[config.mk]
export PLATFORM = sky130hd
export DESIGN_NAME = maze_game_ctrl
export DESIGN_NICKNAME = d
export VERILOG_FILES = /design/src/rtl/maze_pkg.sv /design/src/rtl/maze_move_calc.sv /design/src/rtl/maze_game_ctrl.sv
export SDC_FILE = /design/constraint.sdc
export NUM_CORES = 1
export LEC_CHECK = 0
export CORE_MARGIN = 10
export CORE_UTILIZATION = 40
export CTS_CLUSTER_DIAMETER = 50
export CTS_CLUSTER_SIZE = 12
export DETAILED_ROUTE_END_ITERATION = 7
export RECOVER_POWER = 25
export SLEW_MARGIN = 20
export SYNTH_ARGS = -nofsm -noshare
export SYNTH_HDL_FRONTEND = slang
export SYNTH_SLANG_ARGS = --single-unit
[constraint.sdc]
create_clock -name clk -period 3.6 [get_ports clk]
set_input_delay 0.54 -clock clk [delete_from_list [all_inputs] [get_ports clk]]
set_output_delay 0.54 -clock clk [all_outputs]
set_load 0.01 [all_outputs]
[src/rtl/maze_pkg.sv]
// Shared encodings for the maze game controller: FSM states, difficulty codes
// and move-pulse bit positions.
package maze_pkg;

  typedef logic [2:0] state_t;

  localparam state_t ST_MENU     = 3'd0;
  localparam state_t ST_SHOW_MAP = 3'd1;
  localparam state_t ST_PLAYING  = 3'd2;
  localparam state_t ST_FETCH    = 3'd3;
  localparam state_t ST_CHECK    = 3'd4;
  localparam state_t ST_LOST     = 3'd5;
  localparam state_t ST_WON      = 3'd6;

  localparam logic [1:0] DIFF_EASY = 2'd0;
  localparam logic [1:0] DIFF_MED  = 2'd1;
  localparam logic [1:0] DIFF_HARD = 2'd2;

  localparam int DIR_UP    = 3;
  localparam int DIR_DOWN  = 2;
  localparam int DIR_LEFT  = 1;
  localparam int DIR_RIGHT = 0;

endpackage

[src/rtl/maze_move_calc.sv]
// Combinational move candidate: one-hot check on the move pulses, +/-1 step on
// the chosen axis, and bounds check done in signed POS_W+1 so 0-1 never wraps.
module maze_move_calc
  import maze_pkg::*;
#(
  parameter int MAP_W = 30,
  parameter int MAP_H = 21,
  parameter int POS_W = 8
) (
  input  logic [3:0]       move_i,
  input  logic [POS_W-1:0] pos_x_i,
  input  logic [POS_W-1:0] pos_y_i,
  output logic [POS_W-1:0] cand_x_o,
  output logic [POS_W-1:0] cand_y_o,
  output logic             valid_o
);

  localparam logic signed [POS_W:0] ZERO = '0;
  localparam logic signed [POS_W:0] ONE  = (POS_W+1)'(1);
  localparam logic signed [POS_W:0] XMAX = (POS_W+1)'(MAP_W - 1);
  localparam logic signed [POS_W:0] YMAX = (POS_W+1)'(MAP_H - 1);

  logic signed [POS_W:0] px, py, cx, cy;
  logic                  one_hot, in_bounds;

  always_comb begin
    px = $signed({1'b0, pos_x_i});
    py = $signed({1'b0, pos_y_i});
    cx = px;
    cy = py;
    if (move_i[DIR_UP])    cy = py - ONE;
    if (move_i[DIR_DOWN])  cy = py + ONE;
    if (move_i[DIR_LEFT])  cx = px - ONE;
    if (move_i[DIR_RIGHT]) cx = px + ONE;
    one_hot   = (move_i != 4'b0000) && ((move_i & (move_i - 4'd1)) == 4'b0000);
    in_bounds = (cx >= ZERO) && (cx <= XMAX) && (cy >= ZERO) && (cy <= YMAX);
  end

  assign cand_x_o = cx[POS_W-1:0];
  assign cand_y_o = cy[POS_W-1:0];
  assign valid_o  = one_hot && in_bounds;

endmodule

[src/rtl/maze_game_ctrl.sv]
// Maze game FSM: difficulty-timed map reveal, bounds-checked moves, wall check
// against a 1-cycle ROM (PLAYING -> FETCH -> CHECK) and goal detection.
module maze_game_ctrl
  import maze_pkg::*;
#(
  parameter int MAP_W     = 30,
  parameter int MAP_H     = 21,
  parameter int POS_W     = 8,
  parameter int START_X   = 0,
  parameter int START_Y   = 20,
  parameter int GOAL_X    = 29,
  parameter int GOAL_Y    = 0,
  parameter int SHOW_EASY = 100000000,
  parameter int SHOW_MED  = 50000000,
  parameter int SHOW_HARD = 25000000,
  parameter int CNT_W     = 32
) (
  input  logic                       clk,
  input  logic                       reset_n,
  input  logic                       start,
  input  logic [1:0]                 diff_sel,
  input  logic [3:0]                 move,
  output logic [$clog2(MAP_H)-1:0]   map_addr,
  input  logic [MAP_W-1:0]           map_data,
  output logic [POS_W-1:0]           player_x,
  output logic [POS_W-1:0]           player_y,
  output logic [2:0]                 state,
  output logic                       map_visible,
  output logic                       lost,
  output logic                       won
);

  localparam int AW = $clog2(MAP_H);
  localparam int XW = $clog2(MAP_W);

  state_t            state_q, state_d;
  logic [POS_W-1:0]  px_q, px_d, py_q, py_d;
  logic [POS_W-1:0]  cx_q, cx_d, cy_q, cy_d;
  logic [AW-1:0]     addr_q, addr_d;
  logic [CNT_W-1:0]  cnt_q, cnt_d, show_lim;
  logic [1:0]        diff_q, diff_d;

  logic [POS_W-1:0]  cand_x, cand_y;
  logic              mv_valid, wall, at_goal;

  maze_move_calc #(.MAP_W(MAP_W), .MAP_H(MAP_H), .POS_W(POS_W)) u_move_calc (
    .move_i  (move),
    .pos_x_i (px_q),
    .pos_y_i (py_q),
    .cand_x_o(cand_x),
    .cand_y_o(cand_y),
    .valid_o (mv_valid)
  );

  always_comb begin
    case (diff_q)
      DIFF_EASY: show_lim = CNT_W'(SHOW_EASY - 1);
      DIFF_MED:  show_lim = CNT_W'(SHOW_MED - 1);
      default:   show_lim = CNT_W'(SHOW_HARD - 1);
    endcase
  end

  // map_data reflects the row addressed two edges earlier, i.e. cy_q, by CHECK
  assign wall    = map_data[cx_q[XW-1:0]];
  assign at_goal = (cx_q == POS_W'(GOAL_X)) && (cy_q == POS_W'(GOAL_Y));

  always_comb begin
    state_d = state_q;
    px_d    = px_q;
    py_d    = py_q;
    cx_d    = cx_q;
    cy_d    = cy_q;
    addr_d  = addr_q;
    cnt_d   = cnt_q;
    diff_d  = diff_q;
    case (state_q)
      ST_MENU: if (start) begin
        diff_d  = diff_sel;
        px_d    = POS_W'(START_X);
        py_d    = POS_W'(START_Y);
        cnt_d   = '0;
        state_d = ST_SHOW_MAP;
      end
      ST_SHOW_MAP: begin
        if (cnt_q == show_lim) begin
          cnt_d   = '0;
          state_d = ST_PLAYING;
        end else begin
          cnt_d = cnt_q + CNT_W'(1);
        end
      end
      ST_PLAYING: if (mv_valid) begin
        cx_d    = cand_x;
        cy_d    = cand_y;
        addr_d  = cand_y[AW-1:0];
        state_d = ST_FETCH;
      end
      ST_FETCH: state_d = ST_CHECK;
      ST_CHECK: begin
        px_d = cx_q;
        py_d = cy_q;
        if (wall)         state_d = ST_LOST;
        else if (at_goal) state_d = ST_WON;
        else              state_d = ST_PLAYING;
      end
      ST_LOST, ST_WON: if (start) state_d = ST_MENU;
      default: state_d = ST_MENU;
    endcase
  end

  always_ff @(posedge clk or negedge reset_n) begin
    if (!reset_n) begin
      state_q <= ST_MENU;
      px_q    <= POS_W'(START_X);
      py_q    <= POS_W'(START_Y);
      cx_q    <= POS_W'(START_X);
      cy_q    <= POS_W'(START_Y);
      addr_q  <= AW'(START_Y);
      cnt_q   <= '0;
      diff_q  <= DIFF_EASY;
    end else begin
      state_q <= state_d;
      px_q    <= px_d;
      py_q    <= py_d;
      cx_q    <= cx_d;
      cy_q    <= cy_d;
      addr_q  <= addr_d;
      cnt_q   <= cnt_d;
      diff_q  <= diff_d;
    end
  end

  assign state       = state_q;
  assign player_x    = px_q;
  assign player_y    = py_q;
  assign map_addr    = addr_q;
  assign lost        = (state_q == ST_LOST);
  assign won         = (state_q == ST_WON);
  assign map_visible = (state_q == ST_SHOW_MAP) || lost || won;

endmodule

Yosys cells after proc, flatten, opt, wreduce, memory -nomap -nowiden --
Index checks and enable logic that the tools add are counted.
Cells by class: $add $sub $neg 6, order comparisons 5, equal/unequal tests 13, mux-type cells 21, bitwise logic cells 1, reductions and logical operators 21
Operators by type and width (number):
- $mux 32 | 2
- $pmux 32 s2 | 1
- $pmux 27 s2 | 1
- $mux 9 | 4
- $add 32x1->32 const B | 1
- $eq 32x32->1 | 1
- $pmux 8 s2 | 2
- $add 8x1->9 const B | 2
- $ge 9x1->1 const B | 2
- $le 9x6->1 const B | 2
- $mux 3 | 6
- $pmux 3 s6 | 1
- $sub 8x1->9 const B | 2
- $mux 8 | 2
- $eq 3x3->1 const B | 3
- $eq 8x5->1 const B | 1
- $logic_not 8->1 | 1
- $ne 2x2->1 const B | 4
- $reduce_and 2->1 | 4
- $eq 3x2->1 const B | 2
- $logic_and 1x1->1 | 6
- $lt 5x6->1 const B | 1
- $bmux 1 s5 | 1
- $and 4x4->4 | 1
- other kinds (12) | 14
Word-level totals: flip-flop bits (word level) 74, input bits 39, output and inout bits 27

Longest topological paths before layout --
Gate-level depths: netlist of the first run.
word-level depth 10, gate-level depth with buffers 10, gate-level depth less buffers 8

Modules after synthesis --
A second synthesis of the first run with hierarchy kept.
Unflattened totals: cell total of the unflattened synthesis 468, area, all modules 4476.8 µm²
By module, submodules not included:
- maze_game_ctrl | times used 1, cells an instance 376, area each 3807.4 µm²
- maze_move_calc | times used 1, cells an instance 92, area each 669.4 µm²

Least setup slack after synthesis of the first run --
No wires, ideal clock.
path kind register -> register, start point register py_q[0] (netlist: player_y[0]), end point register cx_q[3], library setup time 0.128 ns, arrival 2.824 ns, data required time 3.472 ns, setup slack 0.649 ns, cell stages (with the launch flop) 11, path buffers 2, clock period less this slack 2.951 ns, cells stage by stage dfrtp_1 clkbuf_1 inv_1 ha_1 or3b_2 nor4_1 or4_1 nor4_2 nand4_2 buf_2 mux2_1
Between the ends: longest elaborated chain between the ends 8
RTL lines:
- start: declaration | line maze_game_ctrl.sv:37 | logic [POS_W-1:0] px_q, px_d, py_q, py_d;
- start signal: assignment | line maze_game_ctrl.sv:115 | py_q <= POS_W'(START_Y);
- start signal: assignment | line maze_game_ctrl.sv:124 | py_q <= py_d;
- $sub 8x1->9 | line maze_move_calc.sv:31 | if (move_i[DIR_UP]) cy = py - ONE;
- $mux 9 | line maze_move_calc.sv:31
- $mux 9 * | line maze_move_calc.sv:32 | if (move_i[DIR_DOWN]) cy = py + ONE;
- $ge 9x1->1 | line maze_move_calc.sv:36 | in_bounds = (cx >= ZERO) && (cx <= XMAX) && (cy >= ZERO) && (cy <= YMAX);
- $logic_and 1x1->1 | line maze_move_calc.sv:36
- $logic_and 1x1->1 * | line maze_move_calc.sv:36
- $logic_and 1x1->1 * | line maze_move_calc.sv:41 | assign valid_o = one_hot && in_bounds;
- $reduce_and 2->1 (no line) *
- end signal: assignment | line maze_game_ctrl.sv:116 | cx_q <= POS_W'(START_X);
- end: declaration | line maze_game_ctrl.sv:38 | logic [POS_W-1:0] cx_q, cx_d, cy_q, cy_d;
Mark *: on every way between the ends. The rest lies on a longest branch, timed or not. A chain may end at the register's enable or synchronous reset.

Worst setup path in the final report of the first run --
start point input move[3], end point register cx_q[1]
Between the ends: longest elaborated chain between the ends 7
RTL lines:
- start: declaration | line maze_game_ctrl.sv:22 | input logic [3:0] move,
- $mux 9 | line maze_move_calc.sv:31
- $mux 9 | line maze_move_calc.sv:32
- $ge 9x1->1 | line maze_move_calc.sv:36
- $logic_and 1x1->1 (2 in series) | line maze_move_calc.sv:36
- $logic_and 1x1->1 * | line maze_move_calc.sv:41
- $reduce_and 2->1 (no line) *
Marked as above.

==> run_results.csv, run 1 <==
group,metric,value,unit
timing,max_freq,316,MHz
setup_path,r2r_start,"player_y[0]",
setup_path,ff2ff_path_depth,8,
clock_tree,clock-sinks,69,
final_layout,layout-drive-gt1-share,7.68,%
run_status,violations,"max-capacitance violations, max-slew violations",
synthesis,synth-main-ff-cell,"dfrtp_1",
synthesis,synth_compound_area_share,18.8,%
clock_tree,cts_hold_buf,0,
global_routing,overflow,0,
synthesis,ys_async_sr_fraction,100,%
timing,fin_setup_tns,0,ns
global_routing,antenna_found_initial,0,
placed_design,dpl-instance-area,5290,sq um
global_routing,track_usage,15.9,%
min_path,hold_start,"cnt_q[14]",
min_path,whs_path_depth,1,
synthesis,synth-adder-area-share,1.36,%
final_layout,regArea,1730,sq um
setup_path,cp_data_required_time,3.81,ns
setup_path,worstSetupPathType,"in -> reg",
final_layout,final_core_util,49.4,%
clock_tree,cts.reportedPaths.clkPinSlew,0.06,ns
power_and_ir_drop,total_power,3.49,mW
setup_path,r2r_slack,0.44,ns
synthesis,synth-simple-area-share,24.5,%
synthesis,synth_seq_area_share,37.8,%
power_and_ir_drop,peakVddDrop,0.329,mV
setup_path,crit_fanout,16,
synthesis,synth_fp_nets,552,
floorplanning,rows,39,
run_status,status,"finished with violations",
synthesis,syn_area,4590,sq um
synthesis,ys_ff_latch,69,
synthesis,synthXorXnorAreaFrac,1.91,%
floorplanning,core_area,11300,sq um
timing,skew,0.00652,ns
setup_path,cp-end-kind,"register",
final_layout,area_growth,21.8,%
routing,drt-total-wl,12.6,mm
power_and_ir_drop,leakage,2.22,nW
min_path,hold_path_end,"cnt_q[14]",
synthesis,yosys_warnings,0,
routing,via_count,4175,
final_layout,nets,599,
synthesis,synth_top_area_share,35.5,%
global_routing,grt_pass1_vias,4098,
synthesis,synth_edf_count,0,
placed_design,hpwlAfterDp,9.47,mm
run,cap_violations,1,
placed_design,gp_congestion,0.819,
floorplanning,initial_core_util,40.5,%
routing,drt_iter0_markers,267,
timing,period_needed,3.16,ns
routing,drc,0,
setup_path,critPathLaunchType,"input port",
min_path,hold_class,"reg -> reg",
routing,ant_nets,0,
final_layout,multiInputGateArea,2580,sq um
floorplanning,die_area,16200,sq um
setup_path,rr_endpoint,"cx_q[1]",
floorplanning,dieWidth,127,um
synthesis,synth_area_leaders,"dfrtp_1, nand3_1, mux2i_1, nand2_1, mux4_2",
synthesis,syn_area_per_cell,9.03,sq um
timing,rsz0062_at_grt,"false",
timing,slew_headroom,-8.19,%
placed_design,place_inst,687,
global_routing,grt_max_degree,42,
clock_tree,cts_resized,0,
clock_tree,cts_tree,"yes",
clock_tree,cts_setup_buffers,0,
clock_tree,clk_path_buf_depth,2,
power_and_ir_drop,p_per_area,624,nW/um^2
floorplanning,ios,66,
setup_path,worstPathArrival,3.37,ns
clock_tree,cts.htree.levels,3,
placed_design,portBuffers,65,
synthesis,synth_top_family_by_area,"simple AND/OR/NAND/NOR gates",
final_layout,design_area,5590,sq um
final_layout,antennaDiodeCount,0,
synthesis,yosys.area.top_type,"dfrtp_1",
synthesis,ys_types,71,
timing,drv_slew,30,
clock_tree,cts_made_buffers,9,
timing,final-hold-violation-count,0,
global_routing,grt_pass1_wl,21.4,mm
clock_tree,cts_root_buf,"clkbuf_16",
synthesis,synthCells,508,
routing,vias_per_cell,5.94,
final_layout,fillCellCount,1059,
floorplanning,die_y,127,um
routing,firstDrtPassIters,5,
timing,tightest_slew,1.62,ns
routing,wl_per_cell,18.0,um
synthesis,synthMuxAreaShare,9.63,%
clock_tree,clock_latency,0.33,ns
final_layout,stdcell_count,703,
timing,period_share,87.8,%
timing,setup_viol,0,
worst max-delay path by stage:
stage | start | to | slack, ns
finish | move[3] | cx_q[1] | 0.44
detailed placement | move[3] | cx_q[1] | 0.13
floorplan | player_y[0] | cx_q[3] | 0.65
global placement | move[3] | cx_q[2] | 0.22
CTS | player_y[0] | cx_q[3] | 0.43
global route | player_y[0] | cx_q[3] | 0.18
cell type report:
type                            instances  area share (%)
Inverter                               25            1.68
Tap cell                              143            3.20
Sequential cell                        69            31.0
Clock buffer                           13            4.66
Timing Repair Buffer                   73            12.5
Clock inverter                          3           0.784
Multi-Input combinational cell        377            46.1
synthesized netlist by cell type (5+ instances only):
cell type  count
dfrtp_1       65
nand2_1       36
nand3_1       36
nor2_1        27
inv_1         25
a21oi_1       20
clkbuf_1      19
o21ai_1       19
mux2i_1       16
nand4_1       16
o21ai_0       16
a22o_1        14
o21a_1        14
nor4_1        11
and2_1        10
and3_1         8
buf_2          8
mux2_1         8
nor3_1         7
or3_1          7
or4_1          7
xor2_1         7
mux4_2         6
a21o_1         5
buf_4          5
ha_1           5
mux2_2         5
o22ai_1        5
stage by stage:
stage | hold WS (ns) | worst slack [ns]
finish | 0.485 | 0.439
global route | 0.515 | 0.180
CTS | 0.272 | 0.426
detailed placement | 0.483 | 0.128
global placement | 0.465 | 0.224
floorplan | 0.244 | 0.649
worst max-delay path: stages:
cell             delay (ns)
clkdlybuf4s50_1        0.69
or4b_1                 0.56
nor4_1                 0.26
o21ai_1                0.10
a22oi_1                0.29
nand4_2                0.45
mux2_1                 0.47
power breakdown:
| group | switching, mW | total (mW) | internal (mW) |
|---|---|---|---|
| Clock | 0.321 | 0.896 | 0.574 |
| Sequential | 0.326 | 1.25 | 0.924 |
| Combinational | 0.658 | 1.34 | 0.681 |
| Total | 1.31 | 3.49 | 2.18 |
registers in the layout (all words and copies together) (netlist names):
signal	cells
cnt_q	32
cy_q	8
player_y	8
player_x	8
state	3
diff_q	2
cx_q	8
layout by cell type, fill, tap and decap left out, drive strengths merged, types with 16 or more instances in the layout:
master         count
dfrtp             65
clkdlybuf4s50     64
nand2             36
nand3             36
o21ai             35
nor2              27
inv               25
a21oi             21
nand4             17
mux2i             16
cell families (layout without fill, tap and decap cells):
logic type               count (synthesis)  after routing
flip-flops                              69             69
adder cells (fa/ha/maj)                  5              5
AO/OA/AOI/OAI                          126            126
AND/OR/NAND/NOR                        201            201
multiplexers                            35             35
XOR/XNOR                                10             10
buffers and inverters                   62            114
metal layers:
metal	GRT usage, %	wire, um	vias up
met5	0	0	-
met4	3.55	125	0
met3	4.18	738	14
met2	25.5	5950	110
met1	21.0	5810	2054
li1	-	-	1997
Power figures use the tool's default switching activity.
==> run 2: changes to the inputs <==
--- a/config.mk
+++ b/config.mk
@@ -5,6 +5,7 @@
 export SDC_FILE = /design/constraint.sdc
 export NUM_CORES = 1
 export LEC_CHECK = 0
+export CAP_MARGIN = 20
 export CORE_MARGIN = 10
 export CORE_UTILIZATION = 40
 export CTS_CLUSTER_DIAMETER = 50
==> results of run 2 <==
The final DEF is identical to that of run 1; final timing and power are the same.
